===== src/rtl/instr_fetch.sv =====
// Instruction fetch stage: owns the PC, fetches words over a req/ack memory handshake
// and hands one instruction at a time to decode, applying jump/branch redirects.
module instr_fetch #(
    parameter logic [31:0] RESET_PC = 32'h0000_0000
) (
    input  logic        clk,
    input  logic        rst_n,
    output logic        imem_req,
    output logic [31:0] imem_addr,
    input  logic        imem_ack,
    input  logic [31:0] imem_rdata,
    output logic        if_valid,
    input  logic        if_ready,
    output logic [31:0] if_instr,
    output logic [5:0]  if_opcode,
    output logic [31:0] if_pc4,
    input  logic        br_take,
    input  logic [15:0] br_imm,
    input  logic        jump,
    input  logic [25:0] jump_idx
);
    // Handshakes: memory transfers when imem_req & imem_ack (req and addr held until ack);
    // decode transfers when if_valid & if_ready (outputs held stable until then).
    typedef enum logic [1:0] {IDLE, FETCH, HOLD} state_t;

    state_t      state;
    logic [31:0] pc;
    logic [31:0] last_pc4;
    logic        kill;

    logic        redirect;
    logic        transfer;
    logic [31:0] br_off;
    logic [31:0] target;
    logic [31:0] pc_inc;

    assign redirect  = jump | br_take;
    assign transfer  = if_valid & if_ready;
    assign br_off    = {{14{br_imm[15]}}, br_imm, 2'b00};
    assign target    = jump ? {last_pc4[31:28], jump_idx, 2'b00} : last_pc4 + br_off;
    assign pc_inc    = pc + 32'd4;
    assign if_opcode = if_instr[31:26];

    always_ff @(posedge clk or negedge rst_n) begin
        if (!rst_n) begin
            state     <= IDLE;
            pc        <= RESET_PC;
            imem_req  <= 1'b0;
            imem_addr <= RESET_PC;
            if_valid  <= 1'b0;
            if_instr  <= 32'd0;
            if_pc4    <= 32'd0;
            kill      <= 1'b0;
            last_pc4  <= 32'd0;
        end else begin
            case (state)
                IDLE: begin
                    state    <= FETCH;
                    imem_req <= 1'b1;
                    if (redirect) begin
                        pc        <= target;
                        imem_addr <= target;
                    end else begin
                        imem_addr <= pc;
                    end
                end
                FETCH: begin
                    if (imem_ack) begin
                        if (redirect) begin
                            pc        <= target;
                            imem_addr <= target;
                            kill      <= 1'b0;
                        end else if (kill) begin
                            // pc already holds the redirect target from the earlier cycle
                            kill      <= 1'b0;
                            imem_addr <= pc;
                        end else begin
                            if_instr <= imem_rdata;
                            if_pc4   <= pc_inc;
                            if_valid <= 1'b1;
                            pc       <= pc_inc;
                            imem_req <= 1'b0;
                            state    <= HOLD;
                        end
                    end else if (redirect) begin
                        // address must stay put until the ack, so mark the data stale
                        pc   <= target;
                        kill <= 1'b1;
                    end
                end
                HOLD: begin
                    if (transfer) last_pc4 <= if_pc4;
                    if (redirect || transfer) begin
                        if_valid <= 1'b0;
                        state    <= FETCH;
                        imem_req <= 1'b1;
                        if (redirect) begin
                            pc        <= target;
                            imem_addr <= target;
                        end else begin
                            imem_addr <= pc;
                        end
                    end
                end
                default: state <= IDLE;
            endcase
        end
    end
endmodule


===== config.mk =====
export PLATFORM = sky130hd
export DESIGN_NAME = instr_fetch
export DESIGN_NICKNAME = d
export VERILOG_FILES = /design/src/rtl/instr_fetch.sv
export SDC_FILE = /design/constraint.sdc
export NUM_CORES = 1
export LEC_CHECK = 0
export ABC_AREA = 1
export ABC_CLOCK_PERIOD_IN_PS = 2000
export BUFFER_PORTS_ARGS = -buffer_cell sky130_fd_sc_hd__buf_2
export CAP_MARGIN = 20
export CORE_ASPECT_RATIO = 1.25
export CORE_UTILIZATION = 40
export CTS_BUF_LIST = sky130_fd_sc_hd__clkbuf_8
export CTS_CLUSTER_SIZE = 20
export DETAILED_ROUTE_END_ITERATION = 10
export HOLD_SLACK_MARGIN = 0.02
export PLACE_DENSITY = 0.62
export SYNTH_ARGS = -nofsm -noshare
export SYNTH_HDL_FRONTEND = slang
export SYNTH_SLANG_ARGS = --single-unit

===== constraint.sdc =====
create_clock -name clk -period 2 [get_ports clk]
set_input_delay 0.2 -clock clk [delete_from_list [all_inputs] [get_ports clk]]
set_output_delay 0.2 -clock clk [all_outputs]
set_load 0.005 [all_outputs]

==> out/metrics.yaml <==
io_buffers: 183
synthArstFlopShare_pct: 100
synth-seq-cells: 165
instances_no_fill: 2135
die_area_um2: 26000
synth_edf_count: 0
outcome: "complete, but fails checks"
placed_cell_area_um2: 12300
hold_depth: 3
die_h_um: 180
rsz0062_at_grt: "yes"
drtPass1Iterations: 5
max-cap-violations: 0
netlist_instances: 1455
root_buffer: "clkbuf_8"
p_total_mw: 18.9
ys.flop_type: "dfrtp_1"
clock_sinks: 165
slew_violations: 0
wl_per_cell_um: 16.9
layout_commonest_cell: "nand2_1"
vias: 10928
cpPeakStageDelay_ns: 0.42
peakVddDrop_uv: 612
cp.required_ns: 2.36
powerDensity_nw_per_um2: 1320
r2r_slack_ns: -0.17
crit_path_end_kind: "flop"
grt_use_total_pct: 28.3
max_freq_mhz: 460
hold_start: "jump_idx[6]"
dp_hpwl_um: 26500
clock_latency_ns: 0.48
clock_path_buffers: 2
final_area_um2: 14300
crit_arrival_ns: 2.53
ys.warnings.count: 0
nNetsFinal: 1903
crit_fanout: 5
viasPerCell: 5.12
cts_made_buffers: 17
grt_start_max_net_pins: 44
ys_seq_area_share_pct: 40.7
hold_viol: 0
tns_ns: -1.32
use_met2_pct: 48.6
drc: 0
grt_pass1_wl_um: 56000
min_period_ns: 2.17
ios: 184
cts_tree: "done"
rr_worst_depth: 13
place.gp.congestion: 0.932
num_antenna_cells: 0
grt_overflow: 0
startpoint_type: "flop"
most-common-layout-cells: "nand2_1 (484), buf_2 (182), dfrtp_1 (165)"
synth_nets: 1566
setup_ws_ns: -0.174
worstReg2RegEnd: "pc[22]"
dp_slack_ns: -0.308
layout-drive-gt1-share_pct: 32.6
h-tree-depth: 4
grt_util_met1_pct: 34.9
syn_area_per_cell_um2: 6.97
p_leak_nw: 7.28
area_growth_pct: 41.1
critPathKind: "flop to flop"
min_path_type: "input port to flop"
clk_pin_slew_ns: 0.10
min_to: "imem_addr[8]"
crit_top_cell: "nand3_2"
use_met3_pct: 4.49
cpMaxStageDelayCell: "dfrtp_1"
setup_violations: 23
tightest_slew_ns: 0.599
rr_startpoint: "last_pc4[2]"
initial_utilization_pct: 41.1
wl_um: 36000
busiest_layer: "met2"
ant_nets: 0
drt_iter0_markers: 672
layout_worst_path_cycle_share_pct: 109
maxSlewHeadroom_pct: 60.1
netlist_area_um2: 10100
fp.dieW_um: 144
num_rows: 64
synth_cell_types: 44
antenna_found_initial: 0
dp_cells: 2043
first_global_vias: 10823
path_cells: "ha_4 > fa_2 > nand3_2 > nand2_4 > nand3_1 > nand3_2 > buf_4 > nand2_1 > nand3b_1 > nand3_2 > nand4_1 > nand3_1 > nand2_1"
clock_skew_ns: 0.0154
core_um2: 24700
failed_checks: "setup timing"
-- what timing repair did --
| action | in CTS | in global routing |
|---|---|---|
| hold buffers | 34 | 0 |
| hold endpoints to repair | 76 | 0 |
| setup endpoints to repair | 51 | 109 |
| buffers inserted | 7 | 19 |
| resized for setup | 112 | 145 |
| pin swaps | 42 | 65 |
-- critical path: cells and delay by family, from the launching register on --
| kind | cells | cell delay (ns) |
|---|---|---|
| and+or+nand+nor | 10 | 0.95 |
| adders and majority gates | 2 | 0.53 |
| DFF | 1 | 0.42 |
| buffers and inverters | 1 | 0.17 |
-- worst max-delay path by stage --
stage | startpoint | end | slack (ns) | cells after the start
floorplan | last_pc4[2] | pc[10] | 0.003 | 13
detailed placement | br_imm[15] | pc[27] | -0.31 | 13
global placement | br_imm[15] | pc[27] | -0.29 | 13
global route | last_pc4[2] | pc[16] | -0.22 | 15
CTS | last_pc4[2] | pc[10] | -0.14 | 13
finish | last_pc4[2] | pc[22] | -0.17 | 13
-- flip-flops by register name, summed over array words and instances (netlist names) --
signal,flops
if_pc4,32
pc,32
kill,1
if_valid,1
imem_addr,32
imem_req,1
last_pc4,32
state,2
if_instr,32
-- cell type report --
| type | count | area [um^2] |
|---|---|---|
| clock buffers | 18 | 248 |
| clock inverters | 14 | 139 |
| fillers | 2345 | 10300 |
| inverters | 176 | 666 |
| multi-input cells | 1059 | 6170 |
| flip-flops and latches | 165 | 4130 |
| well taps | 330 | 413 |
| repair buffers | 373 | 2550 |
-- logic make-up after synthesis --
family          synth area share, %
fa+ha+maj                      3.90
buf+inv                        9.26
mux                           0.111
flops                          40.7
compound gates                 10.5
xor+xnor                       2.24
simple gates                   33.3
-- cell usage after synthesis, types with 2 or more instances --
master	number	area share, %
o21bai_1	3	0.22
xor2_1	20	1.7
nor2_2	2	0.12
dfrtp_1	165	41
xnor2_1	6	0.52
a31oi_1	7	0.43
nand4_1	32	2.0
nor3_1	22	1.1
clkbuf_1	24	0.89
or2_2	2	0.12
nand3_1	101	5.0
o22ai_1	2	0.12
buf_2	13	0.64
inv_2	9	0.33
o21ai_0	76	3.7
buf_4	13	0.96
o21a_1	3	0.22
a21oi_1	51	2.5
a41oi_1	15	1.3
a22oi_1	2	0.15
nand3b_1	8	0.59
inv_1	167	6.2
nand2_1	543	20
nor2_4	4	0.44
nor2_1	90	3.3
ha_1	30	3.7
buf_1	4	0.15
o21ai_1	25	1.2
-- per-layer routing --
layer | part of all wire, % | vias to the layer above
met1 | 41 | 5173
met5 | 0 | -
met2 | 50 | 355
li1 | - | 5334
met4 | 3.7 | 0
met3 | 5.5 | 66
-- where the power goes --
part	switching (mW)	total, mW	internal, mW
Combinational	5.71	10.3	4.56
Sequential	1.33	6.19	4.86
Clock	1.31	2.44	1.13
-- through the flow --
| stage | hold slack (ns) | util, % |
|---|---|---|
| 2_1_floorplan | -0.0956 | - |
| 3_3_place_gp | 0.153 | 49.7 |
| 3_5_place_dp | 0.157 | 49.7 |
| 4_1_cts | 0.0416 | 54.9 |
| 5_1_grt | 0.0749 | 58.0 |
| 6_report | 0.0671 | 58.0 |
Power figures use the tool's default switching activity.
